$ cat src/rtl/led_blink_bank.sv
// Bank of NCHAN LED drivers (off / on / blink / burst) sharing one prescaled timebase tick.
// All outputs are registered; channel timing advances only on ticks while en is high.
module led_blink_bank #(
  parameter int unsigned NCHAN    = 8,
  parameter int unsigned CLK_HZ   = 100_000_000,
  parameter int unsigned TICK_HZ  = 1000,
  parameter int unsigned PERIOD_W = 16,
  parameter int unsigned BURST_N  = 3
) (
  input  logic                      sys_clk,
  input  logic                      sys_rst_n,
  input  logic                      en,
  input  logic [2*NCHAN-1:0]        mode,
  input  logic [PERIOD_W*NCHAN-1:0] half_period,
  input  logic [NCHAN-1:0]          trig,
  output logic [NCHAN-1:0]          led,
  output logic [NCHAN-1:0]          busy,
  output logic                      tick
);

  localparam int unsigned DIV = CLK_HZ / TICK_HZ;
  localparam int unsigned CW  = (DIV > 1) ? $clog2(DIV) : 1;
  localparam int unsigned RW  = $clog2(BURST_N + 1);

  generate
    if (DIV < 1) begin : g_bad_div
      $error("led_blink_bank: CLK_HZ / TICK_HZ must be at least 1");
    end
    if (BURST_N < 1) begin : g_bad_burst
      $error("led_blink_bank: BURST_N must be at least 1");
    end
  endgenerate

  localparam logic [CW-1:0] CntMax = CW'(DIV - 1);

  logic [CW-1:0] cnt_q, cnt_d;
  logic          tick_q, tick_d;

  always_comb begin
    cnt_d  = cnt_q;
    tick_d = 1'b0;
    if (en) begin
      if (cnt_q == CntMax) begin
        cnt_d  = '0;
        tick_d = 1'b1;
      end else begin
        cnt_d = cnt_q + 1'b1;
      end
    end
  end

  always_ff @(posedge sys_clk or negedge sys_rst_n) begin
    if (!sys_rst_n) begin
      cnt_q  <= '0;
      tick_q <= 1'b0;
    end else begin
      cnt_q  <= cnt_d;
      tick_q <= tick_d;
    end
  end

  assign tick = tick_q;

  // tick is a flop, so gate with the live en to freeze channels in the cycle en drops.
  logic advance;
  assign advance = tick_q & en;

  for (genvar i = 0; i < NCHAN; i++) begin : g_chan
    logic [PERIOD_W-1:0] ph_q, ph_d, hp, ph_step;
    logic [RW-1:0]       rem_q, rem_d;
    logic                led_q, led_d, busy_q, wrap;
    logic [1:0]          prev_q, cur;

    always_comb begin
      cur = mode[2*i +: 2];
      hp  = half_period[PERIOD_W*i +: PERIOD_W];
      if (hp == '0) hp = PERIOD_W'(1);
      wrap    = (ph_q >= hp - 1'b1);
      ph_step = wrap ? '0 : ph_q + 1'b1;

      ph_d  = ph_q;
      rem_d = rem_q;
      led_d = led_q;

      if (cur != prev_q) begin
        ph_d  = '0;
        rem_d = '0;
        led_d = (cur == 2'b01) || (cur == 2'b10);
      end else begin
        unique case (cur)
          2'b00: led_d = 1'b0;
          2'b01: led_d = 1'b1;
          2'b10: begin
            if (advance) begin
              ph_d = ph_step;
              if (wrap) led_d = ~led_q;
            end
          end
          2'b11: begin
            if (trig[i]) begin
              rem_d = RW'(BURST_N);
              led_d = 1'b1;
              ph_d  = '0;
            end else if (advance && (rem_q != '0)) begin
              ph_d = ph_step;
              if (wrap) begin
                led_d = ~led_q;
                // A flash completes on its falling edge.
                if (led_q) rem_d = rem_q - 1'b1;
              end
            end
          end
        endcase
      end
    end

    always_ff @(posedge sys_clk or negedge sys_rst_n) begin
      if (!sys_rst_n) begin
        ph_q   <= '0;
        rem_q  <= '0;
        led_q  <= 1'b0;
        busy_q <= 1'b0;
        prev_q <= 2'b00;
      end else begin
        ph_q   <= ph_d;
        rem_q  <= rem_d;
        led_q  <= led_d;
        busy_q <= (rem_d != '0);
        prev_q <= cur;
      end
    end

    assign led[i]  = led_q;
    assign busy[i] = busy_q;
  end

endmodule
$ cat config.mk
export PLATFORM = sky130hd
export DESIGN_NAME = led_blink_bank
export DESIGN_NICKNAME = d
export VERILOG_FILES = /design/src/rtl/led_blink_bank.sv
export SDC_FILE = /design/constraint.sdc
export NUM_CORES = 1
export LEC_CHECK = 0
export ABC_AREA = 1
export BUFFER_PORTS_ARGS = -buffer_cell sky130_fd_sc_hd__buf_4
export CAP_MARGIN = 20
export CORE_ASPECT_RATIO = 1.4
export CORE_MARGIN = 2
export CORE_UTILIZATION = 35
export CTS_BUF_LIST = sky130_fd_sc_hd__clkbuf_16
export CTS_CLUSTER_DIAMETER = 120
export CTS_CLUSTER_SIZE = 12
export DETAILED_ROUTE_END_ITERATION = 8
export PLACE_DENSITY = 0.51
export SLEW_MARGIN = 20
export SYNTH_ARGS = -nofsm -noshare
export SYNTH_HDL_FRONTEND = slang
export SYNTH_SLANG_ARGS = --single-unit
export TNS_END_PERCENT = 100
$ cat constraint.sdc
create_clock -name sys_clk -period 2 [get_ports sys_clk]
set_clock_uncertainty 0.15 [all_clocks]
set_input_delay 0.4 -clock sys_clk [delete_from_list [all_inputs] [get_ports sys_clk]]
set_output_delay 0.4 -clock sys_clk [all_outputs]
set_load 0.01 [all_outputs]
After elaboration in Yosys (flattened, before gate mapping)
Cells that the tools add are included.
Storage, ports and cells
  output and inout bits: 17
  register bits after elaboration: 194
  bits of input ports: 155
Operators by class
  reductions and logical operators: 72
  order comparisons: 8
  add/subtract/negate cells: 25
  bitwise operators: 9
  equality and inequality tests: 49
  muxes and demuxes: 155
Operators by type and width (count)
  16-bit two-way mux: 48
  16-bit case mux with 2 select lines: 8
  16-bit by 1-bit adder with 16-bit output (second input constant): 8
  16-bit greater-or-equal comparator: 8
  16-bit zero test: 8
  16-bit by 1-bit subtractor with 16-bit output (second input constant): 8
  2-bit two-way mux: 48
  1-bit two-way mux: 42
  2-bit equality test (second input constant): 16
  4-bit inequality test (second input constant): 8
  1-bit case mux with 4 select lines: 8
  2-bit nonzero test: 16
  3-bit inequality test (second input constant): 8
  3-bit AND reduction: 8
  3-bit nonzero test: 8
  17-bit by 1-bit adder with 17-bit output (second input constant): 1
  17-bit equality test (second input constant): 1
  17-bit two-way mux: 1
  2-bit by 1-bit equality test with 1-bit output (second input constant): 8
  2-bit zero test: 8
  2-bit inequality test: 8
  2-bit AND reduction: 8
  2-bit by 1-bit subtractor with 2-bit output (second input constant): 8
  1-bit logical AND: 8
  3 further kinds: 17

Longest topological paths before layout
Gate-level depths: netlist of run 1.
  depth after elaboration: 10
  gate-level depth with buffers: 29
  gate-level depth less buffers: 29

Least setup slack after synthesis of run 1
No wires, ideal clock.
  path type: input to register
  from: in half_period[86]
  to: reg g_chan[5].ph_q[12]
  required time: 1.774 ns
  setup slack: -1.373 ns
  stages on the path: 25
  buffers on the path: 0
  library setup time: 0.076 ns
  arrival: 3.147 ns
  path through: inv_1 > nand2_1 > nor2_1 > nand2_1 > nor3_1 > nor2_1 > ha_1 > nand2_1 > nor2_1 > inv_1 > nor3_1 > nand4_1 > nor2_1 > xor2_1 > inv_1 > ha_1 > nand2_1 > inv_1 > nand3_1 > inv_1 > a21oi_1 > nand4_1 > nor2_1 > inv_1 > o21ai_1
On the way
  word-level cells in the longest chain between the ends: 9
  elaborated cells on any way between the ends: 10
Ends and longest elaborated chain
  start, declared: RTL line 14  | input logic [PERIOD_W*NCHAN-1:0] half_period,
  16-bit zero test: RTL line 77  | if (hp == '0) hp = PERIOD_W'(1);
  16-bit two-way mux (*): RTL line 77
  16-bit by 1-bit subtractor with 16-bit output (*): RTL line 78  | wrap = (ph_q >= hp - 1'b1);
  16-bit greater-or-equal comparator (*): RTL line 78
  16-bit two-way mux (*): RTL line 79  | ph_step = wrap ? '0 : ph_q + 1'b1;
  16-bit two-way mux: RTL line 104  | end else if (advance && (rem_q != '0)) begin
  16-bit two-way mux: RTL line 100  | if (trig[i]) begin
  16-bit case mux with 2 select lines (*): RTL line 90  | unique case (cur)
  16-bit two-way mux (*): RTL line 85  | if (cur != prev_q) begin
  end signal, assigned: RTL line 125  | ph_q <= ph_d;
  end, declared: RTL line 69  | logic [PERIOD_W-1:0] ph_q, ph_d, hp, ph_step;
Every way passes the cells marked *; elsewhere a longest branch is shown, timed or not. The select of a mux whose other input is x is not followed.
A chain may end at the register's enable or synchronous reset.

Final worst setup path of run 1
  from: in half_period[86]
  to: reg g_chan[5].busy_q
On the way
  word-level cells in the longest chain between the ends: 10
Ends and longest elaborated chain
  16-bit zero test: RTL line 77
  16-bit two-way mux (*): RTL line 77
  16-bit by 1-bit subtractor with 16-bit output (*): RTL line 78
  16-bit greater-or-equal comparator (*): RTL line 78
  2-bit two-way mux (*): RTL line 106  | if (wrap) begin
  2-bit two-way mux (*): RTL line 104
  2-bit two-way mux (*): RTL line 100
  2-bit two-way mux (*): RTL line 90
  2-bit two-way mux (*): RTL line 85
  2-bit nonzero test (*): RTL line 128  | busy_q <= (rem_d != '0);
  end signal, assigned: RTL line 128
  end, declared: RTL line 71  | logic led_q, led_d, busy_q, wrap;
Every way passes the cells marked *; elsewhere a longest branch is shown, timed or not.

==> results.sh, run 1 <==
export IMPL_ff2ff_path_depth=11
export IMPL_critPathLaunchType="primary input"
export IMPL_synthCells=2302
export IMPL_cp_end_kind="flip-flop"
export IMPL_clkLatencyLatePin_ns=0.45
export IMPL_period_share_pct=149
export IMPL_finalMaxSlewViolations=0
export IMPL_numCtsBuffers=17
export IMPL_design_area_sq_um=26300
export IMPL_synth_cell_types=53
export IMPL_cts_tree="yes"
export IMPL_synth_xor_area_share_pct=7.96
export IMPL_setup_slack_ns=-0.988
export IMPL_min_to="g_chan[3].prev_q[0]"
export IMPL_clock_fmax_mhz=335
export IMPL_synth_mux_area_share_pct=0
export IMPL_holdCritStartpoint="mode[6]"
export IMPL_ir_drop_mv=0.564
export IMPL_wl_per_cell_microns=13.2
export IMPL_hpwl_microns=37300
export IMPL_reg2reg_slack_ns=-0.25
export IMPL_hold_depth=2
export IMPL_slew_headroom_pct=73.6
export IMPL_cp_slowest_cell="ha_1"
export IMPL_tightest_slew_ns=0.392
export IMPL_status="finished, violations left"
export IMPL_grt_antenna_before_repair=0
export IMPL_io_pins=172
export IMPL_dpl_instance_area_sq_um=22600
export IMPL_post_place_ws_ns=-1.57
export IMPL_period_needed_ns=2.99
export IMPL_rsz0062_at_grt="yes"
export IMPL_postRouteAntennaNets=0
export IMPL_avgSynthCellArea_sq_um=7.17
export IMPL_setup_violations_final=160
export IMPL_synth_fa_ha_area_share_pct=12.8
export IMPL_drive_gt1_share_pct=43.0
export IMPL_cp_required_ns=2.19
export IMPL_drc=0
export IMPL_root_buffer="clkbuf_16"
export IMPL_wl_microns=48600
export IMPL_critPathLaunch="half_period[86]"
export IMPL_critPathKind="primary input to flip-flop"
export IMPL_yosys_warnings=0
export IMPL_drt_initial_drc_count=450
export IMPL_finalCoreUtilization_pct=56.3
export IMPL_synthSimpleGateAreaFrac_pct=29.5
export IMPL_initial_core_util_pct=35.2
export IMPL_die_w_microns=187
export IMPL_die_y_microns=261
export IMPL_grt_pass1_vias=18104
export IMPL_rows=94
export IMPL_synth_area_sq_um=16500
export IMPL_core_area_sq_um=46800
export IMPL_antenna_cells=0
export IMPL_clk_pin_slew_ns=0.07
export IMPL_syn_to_final_growth_pct=59.6
export IMPL_cts_max_path_buffers=2
export IMPL_violations="negative setup slack"
export IMPL_power_per_cell_area_nw_per_um2=435
export IMPL_port_buffers=171
export IMPL_cts_sinks=194
export IMPL_fin_cells=3674
export IMPL_crit_fanout=4
export IMPL_path_common_cell="buf_4"
export IMPL_via_count=17588
export IMPL_firstDrtPassIters=4
export IMPL_track_usage_pct=19.6
export IMPL_gp_congestion=0.849
export IMPL_grt_start_max_net_pins=48
export IMPL_p_leak_uw=0.0128
export IMPL_slowest_delay_ns=0.23
export IMPL_synth_compound_area_share_pct=10.4
export IMPL_reg2reg_from="g_chan[4].ph_q[0]"
export IMPL_holdWs_ns=0.0357
export IMPL_hold_class="primary input to flip-flop"
export IMPL_drv_cap=0
export IMPL_nNetsFinal=3364
export IMPL_dieArea_sq_um=48900
export IMPL_htreeDepth=4
export IMPL_final_hold_viol_count=0
export IMPL_via_per_inst=4.79
export IMPL_syn_nets=2626
export IMPL_crit_arrival_ns=3.18
export IMPL_synth_top_family_by_area="simple AND/OR/NAND/NOR gates"
export IMPL_grt_first_pass_wirelength_microns=79900
export IMPL_seq_area_frac_synth_pct=29.4
export IMPL_reg2reg_to="g_chan[4].ph_q[14]"
export IMPL_overflow=0
export IMPL_dp_cells=3539
export IMPL_ys_ff_latch=194
[cells in the mapped netlist (all sizes together)]
library cell | number | share of area (%)
a31oi | 7 | 0.27
inv | 360 | 8.2
nand4 | 65 | 2.5
dfrtp | 194 | 29
buf | 29 | 1.5
a221oi | 1 | 0.053
nand3b | 10 | 0.46
xor2 | 111 | 5.9
xnor2 | 39 | 2.1
a22oi | 5 | 0.54
nor3 | 85 | 2.7
o31ai | 3 | 0.14
ha | 169 | 13
nor4 | 25 | 0.99
or2 | 15 | 0.58
a21o | 6 | 0.27
o211ai | 1 | 0.076
o21a | 2 | 0.091
nor3b | 3 | 0.17
nand2 | 469 | 11
clkbuf | 3 | 0.068
nor2 | 295 | 7.0
a211oi | 5 | 0.23
o21ai | 101 | 3.2
o21bai | 6 | 0.27
o22ai | 17 | 0.68
a21oi | 141 | 4.4
nand3 | 115 | 3.5
or3 | 1 | 0.038
and3 | 15 | 0.57
o41ai | 1 | 0.053
a22o | 3 | 0.16
[state kept, by name, indices dropped and copies added (netlist names)]
signal and flops:
g_chan.led_q 8, cnt_q 17, g_chan.ph_q 128, g_chan.busy_q 8
tick 1, g_chan.rem_q 16, g_chan.prev_q 16
[cell type report]
type | instances | area [sq um]
inverters | 360 | 1500
repair inverters | 2 | 27.5
multi-input cells | 1716 | 12400
clock inverters | 12 | 153
fillers | 4340 | 20500
repair buffers | 749 | 6180
clock buffers | 17 | 425
flip-flops and latches | 194 | 4850
well taps | 624 | 781
[worst max-delay path by stage]
| stage | end | slack, ns | depth (start not counted) |
|---|---|---|---|
| after floorplan | g_chan[5].ph_q[14] | -1.21 | 25 |
| after global placement | g_chan[3].busy_q | -1.52 | 23 |
| after detailed placement | g_chan[5].ph_q[3] | -1.57 | 26 |
| after CTS | g_chan[5].ph_q[7] | -0.99 | 26 |
| after global routing | g_chan[5].busy_q | -1.18 | 30 |
| final | g_chan[5].busy_q | -0.99 | 29 |
[where the power goes]
part,internal [uW],switching [uW],leakage (uW)
clock,2040,1510,0.000298
combinational,1690,1840,0.00986
sequential,4130,241,0.00261
total,7860,3590,0.0128
[routing by layer]
layer / up-vias / share of wire (%) / global-route usage (%)
met5: - / 0 / 0
met4: 0 / 2.9 / 7.44
met3: 75 / 2.3 / 2.23
met2: 234 / 57 / 40.3
met1: 8287 / 38 / 20.0
li1: 8992 / - / -
[critical path: cells and delay by family]
kind	cells	cell delay [ns]
simple gates	12	0.80
buf+inv	14	1.50
fa+ha+maj	1	0.23
compound gates	2	0.23
[through the flow]
| step | power [uW] | TNS [ns] |
|---|---|---|
| floorplan | 5920 | -141.78 |
| global placement | 7320 | -207.51 |
| detailed placement | 7390 | -215.29 |
| CTS | 11300 | -111.27 |
| global route | 12100 | -149.09 |
| finish | 11500 | -121.57 |
[cells by family (layout without fill, tap and decap cells)]
group                      count (synthesis)  in the layout
AOI/OAI and AO/OA                        299            299
xor gates and xnor gates                 150            150
adders and majority gates                169            169
buffers and inverters                    392           1140
DFF                                      194            194
and+or+nand+nor                         1098           1098
[cell usage in the layout, fill, tap and decap left out, types with 17 or more instances in the layout]
cell type  Yosys  final
ha_1         169    154
inv_2         10     42
inv_4          0     20
nor3_1        80     35
dfrtp_1      194    194
xor2_1       111    106
a21oi_2        5     31
nand4_1       65     65
nand2_2        7     84
a21oi_1      136    108
inv_1        349    288
nand3_1      113     69
o21ai_2        7     36
clkbuf_16      0     17
buf_8          1     28
nor3_2         5     28
nand2_1      458    350
buf_4         19    643
nor2_2         7     55
nor2_4         5     58
nor2_1       283    182
xnor2_1       39     35
nand2_4        4     30
nand3_2        2     31
o21ai_0       87     37
nor4_1        24     17
nor3_4         0     22
o21ai_1        7     26
buf_6          7     59
[what timing repair did]
action	4_1_cts	5_1_grt
buffers inserted	72	25
hold endpoints to repair	57	0
cloned	2	0
hold buffers	11	0
setup endpoints to repair	160	168
pin swaps	187	180
gates resized for setup	327	284
No activity file was read; power rests on OpenSTA's default activity.
==> inputs of run 2 (changes only) <==
--- a/config.mk
+++ b/config.mk
@@ -6,7 +6,6 @@
 export NUM_CORES = 1
 export LEC_CHECK = 0
 export ABC_AREA = 1
-export BUFFER_PORTS_ARGS = -buffer_cell sky130_fd_sc_hd__buf_4
 export CAP_MARGIN = 20
 export CORE_ASPECT_RATIO = 1.4
 export CORE_MARGIN = 2
@@ -15,7 +14,8 @@
 export CTS_CLUSTER_DIAMETER = 120
 export CTS_CLUSTER_SIZE = 12
 export DETAILED_ROUTE_END_ITERATION = 8
-export PLACE_DENSITY = 0.51
+export DONT_BUFFER_PORTS = 1
+export PLACE_DENSITY = 0.48
 export SLEW_MARGIN = 20
 export SYNTH_ARGS = -nofsm -noshare
 export SYNTH_HDL_FRONTEND = slang
==> run 2 against run 1 <==
Clock power rose by 6%. Final cell count decreased by 9.4%. Count of clock-buffer cells in the layout unchanged. Hold slack lost 0.55 ns. Combinational power fell by 25%. Sequential power barely moved. The flow finishes with violations (negative hold slack, negative setup slack). Global-route usage decreased by 1.1 points. Highest routed layer unchanged.
==> results.sh, run 2 (synthesis results as in run 1) <==
export IMPL_reg2reg_from="g_chan[4].ph_q[1]"
export IMPL_slowest_delay_ns=0.28
export IMPL_period_share_pct=150
export IMPL_numCtsBuffers=17
export IMPL_critPathLaunch="half_period[88]"
export IMPL_wl_microns=44700
export IMPL_critPathKind="primary input to flip-flop"
export IMPL_violations="negative hold slack, negative setup slack"
export IMPL_antenna_cells=0
export IMPL_dieArea_sq_um=48900
export IMPL_drive_gt1_share_pct=34.8
export IMPL_hpwl_microns=34100
export IMPL_rsz0062_at_grt="yes"
export IMPL_final_hold_viol_count=194
export IMPL_drv_cap=0
export IMPL_initial_core_util_pct=35.2
export IMPL_cts_sinks=194
export IMPL_wl_met2_microns=25100
export IMPL_gp_congestion=0.835
export IMPL_crit_arrival_ns=3.19
export IMPL_grt_pass1_vias=16581
export IMPL_cts_max_path_buffers=2
export IMPL_crit_fanout=3
export IMPL_drc=0
export IMPL_hold_class="primary input to async pin"
export IMPL_cp_slowest_cell="ha_4"
export IMPL_root_buffer="clkbuf_16"
export IMPL_die_w_microns=187
export IMPL_die_y_microns=261
export IMPL_io_pins=172
export IMPL_tightest_slew_ns=0.841
export IMPL_fin_setup_tns_ns=-102.07
export IMPL_syn_to_final_growth_pct=41.0
export IMPL_via_per_inst=4.85
export IMPL_finalMaxSlewViolations=0
export IMPL_power_per_cell_area_nw_per_um2=463
export IMPL_grt_antenna_before_repair=0
export IMPL_holdWs_ns=-0.519
export IMPL_port_buffers=0
export IMPL_overflow=0
export IMPL_cp_end_kind="flip-flop"
export IMPL_setup_violations_final=160
export IMPL_critPathLaunchType="primary input"
export IMPL_grt_first_pass_wirelength_microns=75100
export IMPL_track_usage_pct=18.5
export IMPL_via_count=16123
export IMPL_design_area_sq_um=23300
export IMPL_rows=94
export IMPL_clkLatencyLatePin_ns=0.46
export IMPL_drt_initial_drc_count=404
export IMPL_p_leak_uw=0.0109
export IMPL_wl_met1_microns=17400
export IMPL_grt_start_max_net_pins=195
export IMPL_period_needed_ns=2.99
export IMPL_setup_slack_ns=-0.990
export IMPL_cts_hold_buf=17
export IMPL_total_power_uw=10800
export IMPL_clk_pin_slew_ns=0.07
export IMPL_nNetsFinal=3016
export IMPL_core_area_sq_um=46800
export IMPL_cp_required_ns=2.20
export IMPL_firstDrtPassIters=8
export IMPL_top_layer_used="met4"
export IMPL_dpl_instance_area_sq_um=20100
export IMPL_mostFrequentLayoutCell="nand2_1"
export IMPL_htreeDepth=4
export IMPL_cts_tree="yes"
export IMPL_slew_headroom_pct=43.9
export IMPL_clock_fmax_mhz=334
export IMPL_top_register="g_chan.ph_q"
export IMPL_largest_register_ffs=128
export IMPL_ir_drop_mv=0.591
export IMPL_postRouteAntennaNets=0
export IMPL_met3WireLength_microns=1420
export IMPL_status="finished, violations left"
export IMPL_mostFrequentLayoutCells="nand2_1 (355), buf_4 (346), inv_1 (285)"
export IMPL_top_regs="g_chan.ph_q (128), cnt_q (17)"
export IMPL_wl_per_cell_microns=13.4
-- run 2: timing repair --
| item | 4_1_cts | 5_1_grt |
|---|---|---|
| gates resized for setup | 277 | 214 |
| hold endpoints to repair | 221 | 194 |
| pin swaps | 169 | 167 |
| buffers inserted | 51 | 26 |
| endpoints found under the setup margin | 160 | 166 |
| cloned | 2 | 0 |
-- run 2: area by class of cell --
cell class | instances | area, sq um
Clock buffer | 17 | 425
Clock inverter | 13 | 196
Fill cell | 4620 | 23500
Inverter | 360 | 1520
Multi-Input combinational cell | 1716 | 12200
Sequential cell | 194 | 4850
Tap cell | 624 | 781
Timing Repair Buffer | 401 | 3240
Timing Repair inverter | 2 | 15.0
-- run 2: metrics by stage --
step / instances / hold WS (ns) / setup slack (ns) / utilization (%)
CTS: 3304 / -0.548 / -0.935 / 47.6
global route: 3327 / -0.546 / -1.19 / 49.7
finish: 3327 / -0.519 / -0.990 / 49.7
floorplan: 2302 / -0.0456 / -1.21 / -
global placement: 3213 / -0.0386 / -1.54 / 42.9
detailed placement: 3213 / -0.0386 / -1.59 / 42.9
-- run 2: path summary, 6_finish.rpt --
path | endpoint | slack, ns | depth (start not counted)
max in group asynchronous | g_chan[6].ph_q[1] | 1.51 | 0
min | g_chan[7].ph_q[11] | -0.52 | 0
max reg2reg | g_chan[4].ph_q[15] | -0.23 | 11
min reg2reg | cnt_q[14] | 0.37 | 1
min in group sys_clk | cnt_q[15] | 0.03 | 3
max | g_chan[5].ph_q[1] | -0.99 | 25
-- run 2: per-layer routing --
metal,GRT usage [%],up-vias
li1,-,8303
met1,19.5,7555
met3,2.89,48
met2,37.4,217
met4,5.66,0
met5,0,-
-- run 2: power by group --
| part | internal, uW | switching (uW) | leakage [uW] |
|---|---|---|---|
| clock network | 2190 | 1570 | 0.000301 |
| registers | 4130 | 256 | 0.00261 |
| logic | 1200 | 1440 | 0.00803 |
| total | 7510 | 3260 | 0.0109 |
-- run 2: worst max-delay path: cells and delay by family --
family,cells,cell delay (ns)
simple gates,16,1.61
compound gates,1,0.17
fa+ha+maj,2,0.48
xor+xnor,1,0.16
buf+inv,5,0.36
